File: src/rtl/rsa_pkg.sv
// Shared definitions for the response signature analyzer: FSM encoding,
// default MISR constants and the MISR step function.
package rsa_pkg;

    typedef enum logic [1:0] {
        ST_IDLE    = 2'd0,
        ST_CAPTURE = 2'd1,
        ST_COMPARE = 2'd2,
        ST_DONE    = 2'd3
    } rsa_state_e;

    localparam int unsigned RSA_DATA_W  = 8;
    localparam int unsigned RSA_CNT_W   = 16;
    localparam logic [7:0]  RSA_POLY    = 8'h1D;
    localparam logic [7:0]  RSA_SEED    = 8'h00;
    localparam int unsigned MISR_MAX_W  = 64;

    // One MISR step on the low w bits; callers zero-extend into MISR_MAX_W.
    function automatic logic [MISR_MAX_W-1:0] misr_next(
        input logic [MISR_MAX_W-1:0] sig,
        input logic [MISR_MAX_W-1:0] data,
        input logic [MISR_MAX_W-1:0] poly,
        input int unsigned           w
    );
        logic [MISR_MAX_W-1:0] mask_v;
        logic                  msb_v;
        mask_v = (64'd1 << w) - 64'd1;
        msb_v  = |(sig & (64'd1 << (w - 32'd1)));
        return (((sig << 1) ^ (msb_v ? poly : 64'd0)) ^ data) & mask_v;
    endfunction

endpackage

File: src/rtl/misr_core.sv
// Signature register with seed load and per-beat MISR compaction.
module misr_core
    import rsa_pkg::*;
#(
    parameter int unsigned         DATA_W = RSA_DATA_W,
    parameter logic [DATA_W-1:0]   POLY   = RSA_POLY,
    parameter logic [DATA_W-1:0]   SEED   = RSA_SEED
) (
    input  logic              clk,
    input  logic              rst_n,
    input  logic              load,
    input  logic              enable,
    input  logic [DATA_W-1:0] data,
    output logic [DATA_W-1:0] sig
);

    logic [DATA_W-1:0] sig_r;
    logic [DATA_W-1:0] step_s;

    // Next signature for the current beat.
    always_comb begin
        step_s = DATA_W'(misr_next(64'(sig_r), 64'(data), 64'(POLY), DATA_W));
    end

    // Signature register: load wins over a compaction step.
    always_ff @(posedge clk or negedge rst_n) begin
        if (!rst_n) begin
            sig_r <= SEED;
        end else if (load) begin
            sig_r <= SEED;
        end else if (enable) begin
            sig_r <= step_s;
        end else begin
            sig_r <= sig_r;
        end
    end

    assign sig = sig_r;

endmodule

File: src/rtl/response_signature_analyzer.sv
// Captures a programmed number of DUT output words into a MISR signature and
// compares the result against a golden value.
module response_signature_analyzer
    import rsa_pkg::*;
#(
    parameter int unsigned       DATA_W = RSA_DATA_W,
    parameter int unsigned       CNT_W  = RSA_CNT_W,
    parameter logic [DATA_W-1:0] POLY   = RSA_POLY,
    parameter logic [DATA_W-1:0] SEED   = RSA_SEED
) (
    input  logic              clk,
    input  logic              reset,
    input  logic              start,
    input  logic              abort,
    input  logic              sample_valid,
    input  logic [DATA_W-1:0] sample_data,
    input  logic [CNT_W-1:0]  sample_target,
    input  logic [DATA_W-1:0] golden_sig,
    output logic              busy,
    output logic              done,
    output logic              pass,
    output logic [DATA_W-1:0] signature,
    output logic [CNT_W-1:0]  samples_taken
);

    rsa_state_e        state_r;
    rsa_state_e        next_state_s;
    logic [CNT_W-1:0]  cnt_r;
    logic [CNT_W-1:0]  target_r;
    logic              pass_r;
    logic              load_s;
    logic              step_s;
    logic              pass_clr_s;
    logic              cmp_s;

    misr_core #(
        .DATA_W (DATA_W),
        .POLY   (POLY),
        .SEED   (SEED)
    ) u_misr (
        .clk    (clk),
        .rst_n  (reset),
        .load   (load_s),
        .enable (step_s),
        .data   (sample_data),
        .sig    (signature)
    );

    // Next-state and control decode; abort beats start when both are high.
    always_comb begin
        next_state_s = state_r;
        load_s       = 1'b0;
        step_s       = 1'b0;
        pass_clr_s   = 1'b0;
        cmp_s        = 1'b0;
        case (state_r)
            ST_IDLE, ST_DONE: begin
                if (start && !abort) begin
                    load_s       = 1'b1;
                    pass_clr_s   = 1'b1;
                    next_state_s = (sample_target == {CNT_W{1'b0}}) ? ST_COMPARE : ST_CAPTURE;
                end else begin
                    next_state_s = state_r;
                end
            end
            ST_CAPTURE: begin
                if (abort) begin
                    pass_clr_s   = 1'b1;
                    next_state_s = ST_IDLE;
                end else if (sample_valid) begin
                    step_s = 1'b1;
                    if ((cnt_r + CNT_W'(1)) == target_r) begin
                        next_state_s = ST_COMPARE;
                    end else begin
                        next_state_s = ST_CAPTURE;
                    end
                end else begin
                    next_state_s = ST_CAPTURE;
                end
            end
            ST_COMPARE: begin
                if (abort) begin
                    pass_clr_s   = 1'b1;
                    next_state_s = ST_IDLE;
                end else begin
                    cmp_s        = 1'b1;
                    next_state_s = ST_DONE;
                end
            end
            default: begin
                next_state_s = ST_IDLE;
            end
        endcase
    end

    // State register.
    always_ff @(posedge clk or negedge reset) begin
        if (!reset) begin
            state_r <= ST_IDLE;
        end else begin
            state_r <= next_state_s;
        end
    end

    // Sample counter and per-run target.
    always_ff @(posedge clk or negedge reset) begin
        if (!reset) begin
            cnt_r    <= {CNT_W{1'b0}};
            target_r <= {CNT_W{1'b0}};
        end else if (load_s) begin
            cnt_r    <= {CNT_W{1'b0}};
            target_r <= sample_target;
        end else if (step_s) begin
            cnt_r    <= cnt_r + CNT_W'(1);
        end else begin
            cnt_r    <= cnt_r;
        end
    end

    // Verdict register, frozen outside COMPARE.
    always_ff @(posedge clk or negedge reset) begin
        if (!reset) begin
            pass_r <= 1'b0;
        end else if (pass_clr_s) begin
            pass_r <= 1'b0;
        end else if (cmp_s) begin
            pass_r <= (signature == golden_sig);
        end else begin
            pass_r <= pass_r;
        end
    end

    assign busy          = (state_r == ST_CAPTURE) || (state_r == ST_COMPARE);
    assign done          = (state_r == ST_DONE);
    assign pass          = pass_r;
    assign samples_taken = cnt_r;

endmodule

File: config.mk
export PLATFORM = sky130hd
export DESIGN_NAME = response_signature_analyzer
export DESIGN_NICKNAME = d
export VERILOG_FILES = /design/src/rtl/rsa_pkg.sv /design/src/rtl/misr_core.sv /design/src/rtl/response_signature_analyzer.sv
export SDC_FILE = /design/constraint.sdc
export NUM_CORES = 1
export LEC_CHECK = 0
export CORE_AREA = 2 2 105 107
export CTS_CLUSTER_SIZE = 14
export DETAILED_ROUTE_END_ITERATION = 12
export DIE_AREA = 0 0 107 109
export GPL_ROUTABILITY_DRIVEN = 0
export SYNTH_ARGS = -nofsm -noshare
export SYNTH_HDL_FRONTEND = slang
export SYNTH_HIERARCHICAL = 1
export SYNTH_SLANG_ARGS = --single-unit
File: constraint.sdc
create_clock -name clk -period 5.2 [get_ports clk]
set_input_delay 1.04 -clock clk [delete_from_list [all_inputs] [get_ports clk]]
set_output_delay 1.04 -clock clk [all_outputs]
set_load 0.02 [all_outputs]
==> metrics.md <==
| Metric | Value |
|---|---|
| Worst path max stage delay | 670 ps |
| Fin crit share | 0.582 |
| Final WS setup | 2170 ps |
| Library cell used as clock root buffer | sky130_fd_sc_hd__clkbuf_8 |
| Endpoint class of the critical path | flop |
| Yosys cell types | 46 |
| Actual transition at the worst max-transition pin | 973 ps |
| Largest vdd supply drop | 0.175 mV |
| Worst-case headroom to the max-slew limit | 0.352 |
| Portion of synthesized cell area occupied by the leading cell type | 0.415 |
| Outcome | completed |
| Largest fanout of any net on the critical path | 11 |
| CTS max path bufs | 2 |
| Leading area contributor after synthesis | sky130_fd_sc_hd__dfrtp_1 |
| Asr flop ratio synth | 1.00 |
| Predominant post-synthesis flop cell | sky130_fd_sc_hd__dfrtp_1 |
| Number of inserted filler cells in the final layout | 1100 |
| DRC violation total after the first TritonRoute iteration | 86 |
| Remaining Overflow, GRT | 0 |
| Post-route antenna net violation count | 0 |
| DR DRC count | 0 |
| Clock tree from TritonCTS | yes |
| Area grow syn2layout | 31.9% |
| # port buffers | 63 |
| DR vias/cell | 4.62 |
| Final slew viol count | 0 |
| Placed wire-length estimate after detailed placement | 4920 µm |
| Sw frac | 0.376 |
| Number of warnings issued by yosys | 6 |
| Post-layout power | 1.40 mW |
| Worst path arrival time | 3230 ps |
| Floorplan die area | 0.0117 mm² |
| First-pass GRT wire length | 10800 µm |
| CTS resizes | 0 |
| Flip-flop and latch count after synthesis | 43 |
| Vertical die dimension | 109 µm |
| Commonest non-fill, non-tap cell in the layout | sky130_fd_sc_hd__clkdlybuf4s50_1 |
| Leakage component of the power | 1.30 nW |
| Net switching component of the power | 0.528 mW |
| Worst clock skew | 7.06 ps |
| Synthesized Nets | 302 |
| Area of the mapped netlist | 0.00259 mm² |
| Path category of the worst min-delay check | flop to flop |
| Final setup violating endpoints | 0 |
| Internal cell power | 0.877 mW |
| Minimum setup slack after placement | 1910 ps |
| Cell with the largest stage delay on the worst path | sky130_fd_sc_hd__or4_4 |
| Initial antenna violation count | 0 |
| Clock Sink Count | 43 |
| Count of flip-flops with a built-in enable after synthesis | 0 |
| Clock-pin slew on the worst setup and hold paths | 80 ps |
| Portion of the post-synthesis area used by sequential elements | 0.415 |
| Leading cell types by total area after synthesis | sky130_fd_sc_hd__dfrtp_1 41%, sky130_fd_sc_hd__xor2_1 8.4%, sky130_fd_sc_hd__xnor2_1 7.8% |
| Total clock buffers created by CTS | 5 |
| Number of iterations in the first detailed-routing pass | 4 |
| Clock share of power | 0.145 |
| Cells after Synth | 261 |
| H-tree depth | 2 |
| Highest clock rate | 0.330 GHz |
| NumNets Final | 360 |
| Min cycle time layout | 3030 ps |
| Number of global-route vias before repair | 2117 |
| Leading cell types in the layout, fill and taps excluded | 62 x sky130_fd_sc_hd__clkdlybuf4s50_1, 43 x sky130_fd_sc_hd__dfrtp_1, 25 x sky130_fd_sc_hd__xor2_1, 23 x sky130_fd_sc_hd__nor2_1, 23 x sky130_fd_sc_hd__xnor2_1 |
| Critical path launch point type | primary input |
| Unrepaired setup endpoints after global routing | false |
| Top-Level Pins | 64 |
| Worst-case hold slack | 534 ps |
| Total vias in the final route | 2127 |
| Power per Cell Area | 411 mW/mm² |
| Final number of hold-violating endpoints | 0 |
| Placeable core area | 0.0106 mm² |
| Number of post-CTS setup repair buffers | 0 |
| Cell Chain, Critical Path | clkdlybuf4s50_1, nand3b_1, or4_4, or3_1, a21oi_1 |
| Max-cap viol count | 0 |
| # rows | 38 |
| Wire length reported by the detailed router | 6440 µm |
| Comb power frac | 0.462 |
| Total global-route track usage | 0.116 |
| Initial core utilization | 0.245 |
| Final TNS setup | 0 ps |
| Diode count | 0 |
| Maximum number of pins on one net before global-route repair | 44 |
| Category of the most critical setup path | primary input to flop |
| Avg Cell Area, Syn | 9.94 µm² |
| Fraction of layout instances using a drive strength above 1 | 0.0938 |
| Clock Latency Late Sink | 290 ps |
| Die outline width | 107 µm |
| Sequential group share of total power | 0.393 |
| Crit path required time | 5400 ps |
| Post-CTS Hold Buffers | 0 |
| Wire per inst | 14.0 µm |
[power by group through the flow]
stage                     clock, mW  sequential (mW)  combinational, mW
after CTS                     0.213            0.557              0.656
after global routing          0.229            0.574              0.716
final                         0.204            0.552              0.648
after global placement            0            0.559              0.638
after detailed placement          0            0.562              0.653
after floorplan                   0            0.572              0.423
[layer usage]
layer | GRT usage | share of wire
met1 | 0.157 | 0.48
met2 | 0.182 | 0.44
met3 | 0.0377 | 0.071
met4 | 0.0278 | 0.0081
met5 | 0 | 0
[cell type report]
cell class	instances	area, µm²	share of cell area
clock buffer	7	76.3	0.0223
clock inverter	1	5.00	0.00146
inverter	7	26.3	0.00768
multi-input combinational	198	1430	0.418
sequential	43	1080	0.314
tap	140	175	0.0512
timing repair buffer	64	633	0.185
[path summary, 6_finish.rpt]
check                            startpoint  slack (ps)           endpoint  depth (start not counted)
setup / recovery                      abort        2170  samples_taken[12]                          5
hold / removal                  target_r[5]         530        target_r[5]                          1
setup reg to reg           samples_taken[4]        2770         state_r[1]                          6
hold reg to reg                 target_r[5]         530        target_r[5]                          1
max in group asynchronous             reset        3690        target_r[7]                          1
min in group asynchronous             reset         910       target_r[11]                          1
[synth_stat cells (2+ instances only)]
cell / instances
sky130_fd_sc_hd__clkbuf_1: 5
sky130_fd_sc_hd__nor4_1: 12
sky130_fd_sc_hd__buf_4: 2
sky130_fd_sc_hd__nand3b_1: 2
sky130_fd_sc_hd__mux2_2: 16
sky130_fd_sc_hd__or3_1: 5
sky130_fd_sc_hd__a21oi_1: 6
sky130_fd_sc_hd__buf_2: 5
sky130_fd_sc_hd__xnor2_1: 23
sky130_fd_sc_hd__xor2_1: 25
sky130_fd_sc_hd__a31oi_1: 2
sky130_fd_sc_hd__o31ai_1: 2
sky130_fd_sc_hd__nand4_1: 7
sky130_fd_sc_hd__nand3_1: 9
sky130_fd_sc_hd__nand2b_1: 3
sky130_fd_sc_hd__dfrtp_1: 43
sky130_fd_sc_hd__ha_1: 4
sky130_fd_sc_hd__o221ai_1: 2
sky130_fd_sc_hd__o21ai_0: 5
sky130_fd_sc_hd__mux2i_1: 3
sky130_fd_sc_hd__inv_1: 7
sky130_fd_sc_hd__a211oi_1: 5
sky130_fd_sc_hd__nand2_1: 15
sky130_fd_sc_hd__nor2_1: 23
sky130_fd_sc_hd__nor3_1: 7
sky130_fd_sc_hd__nor2b_1: 3
[sequential cells by signal, indices dropped and copies added, names as in the netlist]
register       count
target_r          16
u_misr/sig         8
state_r            2
pass               1
samples_taken     16
[critical path, delay by kind of cell]
family                 cells  cell delay (ps)
AOI/OAI and AO/OA          1              150
buffers and inverters      1              540
and+or+nand+nor            3             1500
[cell families after synthesis]
| kind of cell | synth area share |
|---|---|
| compound gates | 0.0935 |
| xor+xnor | 0.171 |
| fa+ha+maj | 0.0193 |
| buf+inv | 0.0342 |
| flops | 0.415 |
| mux | 0.0810 |
| simple gates | 0.186 |
[stage by stage]
stage / instance area, µm² / util / instances
2_1_floorplan: 2590 / - / 261
3_3_place_gp: 3340 / 0.315 / 452
3_5_place_dp: 3340 / 0.315 / 452
4_1_cts: 3420 / 0.323 / 460
5_1_grt: 3420 / 0.323 / 460
6_report: 3420 / 0.323 / 460
Note: power is estimated with default switching activity, not from simulation.
